### config.mk
export PLATFORM = sky130hd
export DESIGN_NAME = fetch_sequencer
export DESIGN_NICKNAME = d
export VERILOG_FILES = /design/src/rtl/fetch_sequencer.sv
export SDC_FILE = /design/constraint.sdc
export NUM_CORES = 1
export LEC_CHECK = 0
export ABC_AREA = 1
export ABC_CLOCK_PERIOD_IN_PS = 2400
export BUFFER_PORTS_ARGS = -buffer_cell sky130_fd_sc_hd__clkbuf_2
export CAP_MARGIN = 20
export CORE_ASPECT_RATIO = 1.2
export CORE_MARGIN = 2
export CORE_UTILIZATION = 53
export CTS_CLUSTER_DIAMETER = 50
export DETAILED_ROUTE_END_ITERATION = 8
export GPL_TIMING_DRIVEN = 1
export PLACE_DENSITY_LB_ADDON = 0.1
export SYNTH_ARGS = -nofsm -noshare
export SYNTH_HDL_FRONTEND = slang
export SYNTH_SLANG_ARGS = --single-unit
export TNS_END_PERCENT = 30
### constraint.sdc
create_clock -name Clk -period 2.4 [get_ports Clk]
set_input_delay 0.48 -clock Clk [delete_from_list [all_inputs] [get_ports Clk]]
set_output_delay 0.48 -clock Clk [all_outputs]
set_load 0.1 [all_outputs]
### src/rtl/fetch_sequencer.sv
// rtl/fetch_sequencer.sv - instruction ROM program counter and run/halt sequencer
// Optional cycle counter output enabled by FETCH_CYCLE_CNT_EN.
module fetch_sequencer #(
    parameter int             A          = 10,
    parameter int             OFF_W      = 6,
    parameter logic [A-1:0]   START_ADDR = '0
) (
    input  logic             Clk,
    input  logic             Reset,
    input  logic             Start,
    input  logic             HaltReq,
    input  logic             BranchEn,
    input  logic             BranchRel,
    input  logic [A-1:0]     Target,
    input  logic [OFF_W-1:0] Offset,
    input  logic             Stall,
`ifdef FETCH_CYCLE_CNT_EN
    output logic [15:0]      CycleCount,
`endif
    output logic [A-1:0]     InstAddress,
    output logic             Running,
    output logic             Done
);

    typedef enum logic [1:0] {
        ST_IDLE = 2'd0,
        ST_RUN  = 2'd1,
        ST_DONE = 2'd2
    } state_t;

    state_t         state_q, state_d;
    logic [A-1:0]   pc_q, pc_d;
    logic [A-1:0]   offset_ext;

    assign offset_ext = {{(A-OFF_W){Offset[OFF_W-1]}}, Offset};

    always_ff @(posedge Clk) begin
        if (!Reset) begin
            state_q <= ST_IDLE;
            pc_q    <= START_ADDR;
        end else begin
            state_q <= state_d;
            pc_q    <= pc_d;
        end
    end

    always_comb begin
        state_d = state_q;
        pc_d    = pc_q;
        case (state_q)
            ST_IDLE, ST_DONE: begin
                if (Start) begin
                    state_d = ST_RUN;
                    pc_d    = START_ADDR;
                end
            end
            ST_RUN: begin
                // Stall outranks halt and branch so a held instruction is re-evaluated later.
                if (Stall) begin
                    pc_d = pc_q;
                end else if (HaltReq) begin
                    state_d = ST_DONE;
                end else if (BranchEn) begin
                    pc_d = BranchRel ? pc_q + offset_ext : Target;
                end else begin
                    pc_d = pc_q + 1'b1;
                end
            end
            default: begin
                state_d = ST_IDLE;
                pc_d    = START_ADDR;
            end
        endcase
    end

    assign InstAddress = pc_q;
    assign Running     = (state_q == ST_RUN);
    assign Done        = (state_q == ST_DONE);

`ifdef FETCH_CYCLE_CNT_EN
    logic [15:0] count_q, count_d;

    always_ff @(posedge Clk) begin
        if (!Reset) begin
            count_q <= '0;
        end else begin
            count_q <= count_d;
        end
    end

    always_comb begin
        count_d = count_q;
        if (state_q != ST_RUN) begin
            if (Start) begin
                count_d = '0;
            end
        end else if (count_q != 16'hFFFF) begin
            count_d = count_q + 16'd1;
        end
    end

    assign CycleCount = count_q;
`endif

endmodule

## Word-level counts from Yosys, hierarchy flattened

Index checks and enable logic that the tools add are counted.

- Bits in registers: 12
- Word-level logic and storage cells: 24

- $add $sub $neg: 2
- Eq/ne operators: 6
- Multiplexer cells: 10
- Reductions and logical operators: 4

Operators by type and width:

| operator | number |
|---|---|
| $mux 10 | 5 |
| $pmux 10 s2 | 1 |
| $add 10x1->10 const B | 1 |
| $add 10x10->10 | 1 |
| $ne 2x2->1 const B | 4 |
| $mux 2 | 3 |
| $reduce_and 3->1 | 2 |
| $pmux 2 s2 | 1 |
| $eq 2x1->1 const B | 1 |
| $eq 2x2->1 const B | 1 |
| $logic_not 2->1 | 1 |
| $reduce_or 2->1 | 1 |

## Longest topological paths before layout

Gate-level depths: netlist of run 1.

- Depth in word-level cells: 6
- Depth in mapped cells: 12
- Mapped depth without buffers: 12

## Least setup slack after synthesis of run 1

No wires, ideal clock.

- Path kind: register -> register
- From: register pc_q[0], in the netlist InstAddress[0]
- To: register pc_q[8], in the netlist InstAddress[8]
- Arrival time: 2360 ps
- Slack: -76 ps
- Stages on the path, launching flop included: 12
- Path buffers: 0
- Period minus slack after synthesis: 2476 ps
- Path through: dfxtp_1 > ha_1 > inv_1 > fa_1 > o21ai_2 > nand2_1 > nand2_1 > nand2_1 > nand3_1 > nand2_1 > nand2_1 > nand2_1

- Longest elaborated chain between the ends: 6

Ends and longest elaborated chain:

| item | RTL line | text |
|---|---|---|
| start: declaration | 32 | `logic [A-1:0] pc_q, pc_d;` |
| start signal: assignment | 43 | `pc_q <= pc_d;` |
| $add 10x10->10 | 64 | `pc_d = BranchRel ? pc_q + offset_ext : Target;` |
| $mux 10 | 64 |  |
| $mux 10 (*) | 63 | `end else if (BranchEn) begin` |
| $mux 10 (*) | 61 | `end else if (HaltReq) begin` |
| $mux 10 (*) | 59 | `if (Stall) begin` |
| $pmux 10 s2 (*) | 50 | `case (state_q)` |

Mark *: on every way between the ends. The rest lies on a longest branch, timed or not. The select of a mux whose other input is x is not followed.
A chain may end at the register's enable or synchronous reset.

## Worst setup path after layout of run 1

- From: register state_q[0]
- To: output port Running

- Longest elaborated chain between the ends: 1

Ends and longest elaborated chain:

| item | RTL line | text |
|---|---|---|
| start: declaration | 31 | `state_t state_q, state_d;` |
| start signal: assignment | 42 | `state_q <= state_d;` |
| $eq 2x1->1 | 77 | `assign Running = (state_q == ST_RUN);` |
| end: declaration | 21 | `output logic Running,` |

No other way between the ends.

==> metrics.md, run 1 <==
| Metric | Value |
|---|---|
| Die Y | `a little under 60 um` |
| CP required | `around 1900 ps` |
| Wire length on met1 | `roughly 1500 um` |
| Internal power | `between 300 and 400 uW` |
| Worst-path clk slew | `about 90 ps` |
| Vias in the first global route | `approximately 1300` |
| Clock sink total | `12` |
| Routability cong. | `about 0.84` |
| Remaining Overflow, GRT | `0` |
| Peak VDD IR | `between 0.4 and 0.5 mV` |
| Syn Inst Count | `between 200 and 250` |
| Vias | `~1500` |
| Clock power share | `0.272` |
| Antenna-violating nets left | `0` |
| CP Data Arrival Time | `around 1400 ps` |
| Synth Area per Inst | `around 5.9 um2` |
| Synth top area share | `0.202` |
| Row count | `19` |
| Endpoint class of the critical path | `output port` |
| TritonCTS Buffers | `3` |
| Syn-to-layout area delta | `18.0%` |
| CTS tree | `done` |
| Starting density of the core | `0.566` |
| Met2 wire len | `around 1500 um` |
| Setup TNS | `0 ps` |
| Die X | `between 40 and 50 um` |
| Worst slew pin tran | `546 ps` |
| Fmax | `between 0.5 and 0.6 GHz` |
| Final hold vios | `0` |
| Worst setup SP type | `flip-flop` |
| CTS H-tree lvls | `1` |
| # diodes | `0` |
| Gate power share | `0.377` |
| WL per Instance | `roughly 11 um` |
| Initial antenna violation count | `0` |
| DP Wirelength | `2590 um` |
| Ys Warns | `0` |
| Post CTS Setup Buffer Count | `0` |
| Outcome | `finished clean` |
| CP max stage delay | `between 400 and 500 ps` |
| I/O pin count | `35` |
| Wire length on met3 | `about 96 um` |
| First-pass GRT wire length | `roughly 5300 um` |
| Synth top area cells | `nand2_1 (20%), dfxtp_1 (18%), ha_1 (9.5%)` |
| Initial drt markers | `27` |
| Max Cap Viol | `0` |
| CP max FO | `6` |
| Total track usage | `0.234` |
| Core box area | `roughly 0.0023 mm2` |
| Area leader, netlist | `nand2_1` |
| WL final | `between 3000 and 4000 um` |
| Switching Share | `0.414` |
| Fill cell count | `approximately 250` |
| Hold Path Class | `in -> reg` |
| Commonest non-fill, non-tap cell in the layout | `nand2_1` |
| Layout cells sized above 1 | `0.217` |
| Net Switching | `around 260 uW` |
| Total Die Area | `roughly 0.0029 mm2` |
| Post-cts sizing count | `0` |
| Synth unique cells | `35` |
| Worst skew pair latency | `290 ps` |
| Worst-path cell chain | `inv_2, nor2_4, clkbuf_2` |
| Slew margin rel. | `0.638` |
| Tmin final | `1850 ps` |
| Top routing layer used | `met4` |
| Final setup viols | `0` |
| Post-route clock period utilization | `0.771` |
| Post-Syn Nets | `~260` |
| Final hold slack | `around 470 ps` |
| Pwr Density | `approximately 410 mW/mm2` |
| Critical-path top delay cell | `clkbuf_2` |
| Pins Over Slew Limit | `0` |
| WS Path Type | `reg -> out` |
| Leakage | `0.838 nW` |
| Unrepaired setup endpoints after global routing | `false` |
| CTS Buffer Depth | `2` |
| Cts hold-fix bufs | `0` |
| FF+latch count, synth | `12` |
| Clk_skew | `about 3.3 ps` |
| DRC errors left | `0` |
| Pin count of the biggest net entering global routing | `16` |
| Buffers on Ports | `34` |
| CTS root buf | `clkbuf_4` |
| Layout Nets | `between 200 and 300` |
| Drt pass-1 iters | `4` |
| Sequential power share | `0.350` |
| Most frequent cells in the layout | `nand2_1 (71), clkbuf_2 (34), inv_1 (27)` |
| Sequential fraction of the synthesis area | `0.182` |
| Area of the mapped netlist | `between 0.001 and 0.0015 mm2` |
| Detail-routed via count per cell | `5.08` |
## path summary, 6_finish.rpt
check | from | end | slack, ps | cells past startpoint
hold reg to reg | InstAddress[8] | InstAddress[8] | 520 | 2
setup / recovery | state_q[0] | Running | 550 | 3
hold / removal | Reset | state_q[0] | 470 | 3
setup reg to reg | InstAddress[2] | InstAddress[7] | 600 | 9
## stage by stage
| stage | worst slack, ps | cells | util | power (mW) | area, um2 |
|---|---|---|---|---|---|
| 2_1_floorplan | 68.3 | 222 | - | 0.412 | 1320 |
| 3_3_place_gp | 466 | 285 | 0.652 | 0.468 | 1520 |
| 3_5_place_dp | 443 | 285 | 0.652 | 0.469 | 1520 |
| 4_1_cts | 553 | 289 | 0.668 | 0.638 | 1560 |
| 5_1_grt | 483 | 289 | 0.668 | 0.671 | 1560 |
| 6_report | 550 | 289 | 0.668 | 0.638 | 1560 |
## critical path, delay by kind of cell (launching register included)
kind	cells	cell delay (ps)
flops	1	400
simple gates	1	140
buf+inv	2	540
## cell type report
cell class	instances	area, um2	share of cell area
multi-input combinational	175	943	0.607
timing repair buffer	34	170	0.109
sequential	12	241	0.155
inverter	33	125	0.0805
clock buffer	4	36.3	0.0233
tap	31	38.8	0.0249
## Yosys cell counts, drive strengths merged
master,count
and2,1
a21oi,19
nand3b,3
buf,1
nor2,17
o21ai,10
nand4,2
ha,10
xnor2,3
nor3,4
or2,3
a31oi,1
nand2,75
o211ai,1
xor2,2
dfxtp,12
a21o,1
clkbuf,1
clkinv,3
a22oi,1
nand3,20
o21a,1
inv,30
fa,1
## power by group through the flow
stage	logic (mW)	clock network [mW]	registers (mW)
after detailed placement	0.241	0	0.228
after global placement	0.240	0	0.228
after CTS	0.242	0.173	0.223
after floorplan	0.142	0	0.270
final	0.241	0.174	0.224
after global routing	0.266	0.181	0.225
## cells by family (layout without fill, tap and decap cells)
group / count (synthesis) / in the layout / synth area share
compound gates: 34 / 34 / 0.143
xor+xnor: 5 / 5 / 0.0332
fa+ha+maj: 11 / 11 / 0.110
buf+inv: 35 / 71 / 0.102
flops: 12 / 12 / 0.182
simple gates: 125 / 125 / 0.429
## registers in the layout, summed over array words and instances (netlist names)
signal	count
state_q	2
InstAddress	10
## layer usage
metal  global-route usage  vias to the layer above
li1                     -                      788
met1                0.293                      644
met2                0.429                       32
met3               0.0152                        5
met4               0.0754                        0
met5                    0                        -
Power figures use the tool's default switching activity.
==> inputs of run 2 (changes only) <==
--- a/config.mk
+++ b/config.mk
@@ -5,13 +5,13 @@
 export SDC_FILE = /design/constraint.sdc
 export NUM_CORES = 1
 export LEC_CHECK = 0
-export ABC_AREA = 1
-export ABC_CLOCK_PERIOD_IN_PS = 2400
+export ABC_AREA = 0
+export ABC_CLOCK_PERIOD_IN_PS = 1830
 export BUFFER_PORTS_ARGS = -buffer_cell sky130_fd_sc_hd__clkbuf_2
 export CAP_MARGIN = 20
 export CORE_ASPECT_RATIO = 1.2
 export CORE_MARGIN = 2
-export CORE_UTILIZATION = 53
+export CORE_UTILIZATION = 52
 export CTS_CLUSTER_DIAMETER = 50
 export DETAILED_ROUTE_END_ITERATION = 8
 export GPL_TIMING_DRIVEN = 1
==> constraint.sdc (replaced) <==
create_clock -name Clk -period 1.83 [get_ports Clk]
set_input_delay 0.366 -clock Clk [delete_from_list [all_inputs] [get_ports Clk]]
set_output_delay 0.366 -clock Clk [all_outputs]
set_load 0.1 [all_outputs]
==> run 2 against run 1 <==
- the run now ends with negative setup slack left
- utilization up 6.5 points
- first-iteration DRC count grew 19%
- global-route usage grew 5.1 points
- critical path depth rose by 6
- count of clock-buffer cells in the layout unchanged
- non-clock buffer count grew 21
- die area is 5.6% lower
- critical endpoint is now InstAddress[8]
- combinational power rose by 48%
==> metrics.md, run 2 <==
| Metric | Value |
|---|---|
| Row count | `19` |
| Total Die Area | `~0.0027 mm2` |
| Synth unique cells | `47` |
| Worst slew pin tran | `~550 ps` |
| Final hold vios | `0` |
| Endpoint class of the critical path | `flip-flop` |
| Final instance area | `approximately 0.0017 mm2` |
| CTS H-tree lvls | `1` |
| Top routing layer used | `met4` |
| WL final | `around 3500 um` |
| Largest register FFs | `10` |
| I/O pin count | `35` |
| Fill cell count | `182` |
| Commonest non-fill, non-tap cell in the layout | `clkbuf_2` |
| Post-Syn Nets | `between 150 and 200` |
| Worst Path Buf+Inv | `1` |
| Asr flop ratio synth | `0` |
| Hold Path Class | `in -> reg` |
| Layout Utilization | `0.733` |
| Final setup viols | `3` |
| DRC errors left | `0` |
| Leakage | `0.765 nW` |
| Met2 wire len | `between 1500 and 2000 um` |
| Die X | `48.1 um` |
| CP required | `2010 ps` |
| Layout Nets | `250` |
| DP Wirelength | `about 2700 um` |
| Clock sink total | `12` |
| Die Y | `between 50 and 60 um` |
| WS Path Type | `reg -> reg` |
| Multi-input logic area | `around 940 um2` |
| CTS Buffer Depth | `2` |
| Total power | `about 870 uW` |
| RR Endpoint | `InstAddress[8]` |
| Syn Inst Count | `around 160` |
| Buffers on Ports | `34` |
| Wire length on met1 | `between 1000 and 1500 um` |
| Pin count of the biggest net entering global routing | `15` |
| CP Data Arrival Time | `approximately 2200 ps` |
| CTS root buf | `clkbuf_4` |
| Synth top area share | `0.198` |
| Area of the mapped netlist | `0.00121 mm2` |
| Layout cells sized above 1 | `0.372` |
| Slew margin rel. | `0.636` |
| Critical-path top delay cell | `dfxtp_4` |
| Ys Warns | `0` |
| Core box area | `about 0.0023 mm2` |
| Synth top area cells | `dfxtp_1 (20%), ha_1 (10%), o21ai_0 (7.0%)` |
| Starting density of the core | `0.538` |
| # diodes | `0` |
| Post-Place Cells | `around 240` |
| Post-route clock period utilization | `1.11` |
| Syn-to-layout area delta | `36.3%` |
| Vias | `approximately 1400` |
| CP max FO | `3` |
| Area leader, netlist | `dfxtp_1` |
| Pwr Density | `between 500 and 600 mW/mm2` |
| Count leader, synth | `o21ai_0` |
| End of the worst hold path | `state_q[0]` |
| WL per Instance | `14.1 um` |
| FF+latch count, synth | `12` |
| Pins Over Slew Limit | `0` |
| Sequential fraction of the synthesis area | `0.198` |
| Fmax | `0.494 GHz` |
| Vias in the first global route | `roughly 1400` |
| Worst setup SP type | `flip-flop` |
| Setup TNS | `-283 ps` |
| CP max stage delay | `around 360 ps` |
| Initial antenna violation count | `0` |
| Critical path's top delay family | `compound AO/OA/AOI/OAI gates` |
| Worst skew pair latency | `about 280 ps` |
| Failing checks | `negative setup slack` |
| Cells on worst reg2reg path | `9` |
| Detail-routed via count per cell | `approximately 5.7` |
| Hold Crit Depth | `2` |
| Synth top cells by count | `o21ai_0 (17), a21oi_1 (16), dfxtp_1 (12), nor2_1 (12), inv_1 (11)` |
| Total track usage | `0.285` |
| Final hold slack | `346 ps` |
| Clk_skew | `slightly below 7 ps` |
| Fin cells | `between 200 and 250` |
| Number of flops mapped to enable cells by yosys | `0` |
| Outcome | `finished, violations left` |
| Synth Area per Inst | `roughly 7.5 um2` |
| Unrepaired setup endpoints after global routing | `true` |
| Worst-path cell chain | `ha_4, inv_2, fa_2, nor2b_4, o31a_1, o41a_1, or3_1, a21oi_2, o21ai_1` |
| First-pass GRT wire length | `between 5000 and 6000 um` |
| Tmin final | `2030 ps` |
| Wire length on met3 | `approximately 160 um` |
| CTS tree | `done` |
| Initial drt markers | `32` |
| Reg2reg setup slack | `-200 ps` |
| Reg-to-reg critical path startpoint | `InstAddress[0]` |
| Drt pass-1 iters | `6` |
| Ys flop type | `dfxtp_1` |
| Antenna-violating nets left | `0` |
| Remaining Overflow, GRT | `0` |
| Most frequent cells in the layout | `clkbuf_2 (33), buf_4 (22), o21ai_0 (17)` |
| Peak VDD IR | `approximately 0.83 mV` |
| Reg area | `around 260 um2` |
| Worst setup margin | `-196 ps` |
| Routability cong. | `~0.93` |
| TritonCTS Buffers | `3` |
| Min-delay src | `Reset` |
| Pre-CTS WS | `-379 ps` |
| Max Cap Viol | `0` |
| Worst-path clk slew | `about 90 ps` |
| Placed instance area | `about 0.0016 mm2` |
[run 2: cell types whose count changed in the layout (fill, tap and decap cells not counted), moves of 4 or more]
cell     previous run  this run
o21ai_0             7        17
nand2_1            71         6
buf_4               0        22
inv_1              27         9
nand3_1            18         7
nor2b_1             0         4
dfxtp_4             0         5
dfxtp_1            11         3
[run 2: what timing repair did]
item,4_1_cts,5_1_grt
hold buffers,0,0
endpoints found under the setup margin,5,5
pin swaps,2,0
buffers inserted,1,0
resized for setup,4,0
[run 2: routing by layer]
| metal | global-route usage | vias up |
|---|---|---|
| li1 | - | 719 |
| met1 | 0.316 | 637 |
| met2 | 0.503 | 44 |
| met3 | 0.0633 | 6 |
| met4 | 0.100 | 0 |
| met5 | 0 | - |
[run 2: how the worst max path moves through the flow]
| stage | slack [ps] | to | start | cells past startpoint |
|---|---|---|---|---|
| 2_1_floorplan | -310 | InstAddress[8] | InstAddress[0] | 9 |
| 3_3_place_gp | -330 | InstAddress[8] | Offset[0] | 10 |
| 3_5_place_dp | -380 | InstAddress[8] | Offset[0] | 10 |
| 4_1_cts | -210 | InstAddress[8] | InstAddress[0] | 9 |
| 5_1_grt | -280 | InstAddress[8] | InstAddress[0] | 9 |
| 6_report | -200 | InstAddress[8] | InstAddress[0] | 9 |
[run 2: logic make-up after synthesis]
kind of cell / share of synthesized area
xor gates and xnor gates: 0.0216
muxes: 0.0340
adders and majority gates: 0.119
and+or+nand+nor: 0.216
buffers and inverters: 0.0690
AOI/OAI and AO/OA: 0.342
DFF: 0.198
[run 2: report_power, final]
group	total, mW	switching (mW)	leakage [nW]	internal, mW
clock	0.221	0.100	0.0210	0.121
sequential	0.289	0.0180	0.103	0.271
combinational	0.356	0.231	0.641	0.125
[run 2: layout make-up]
type	count	area share
inverters	11	0.0272
flip-flops and latches	12	0.159
repair buffers	55	0.200
well taps	31	0.0234
clock buffers	4	0.0219
multi-input cells	133	0.568
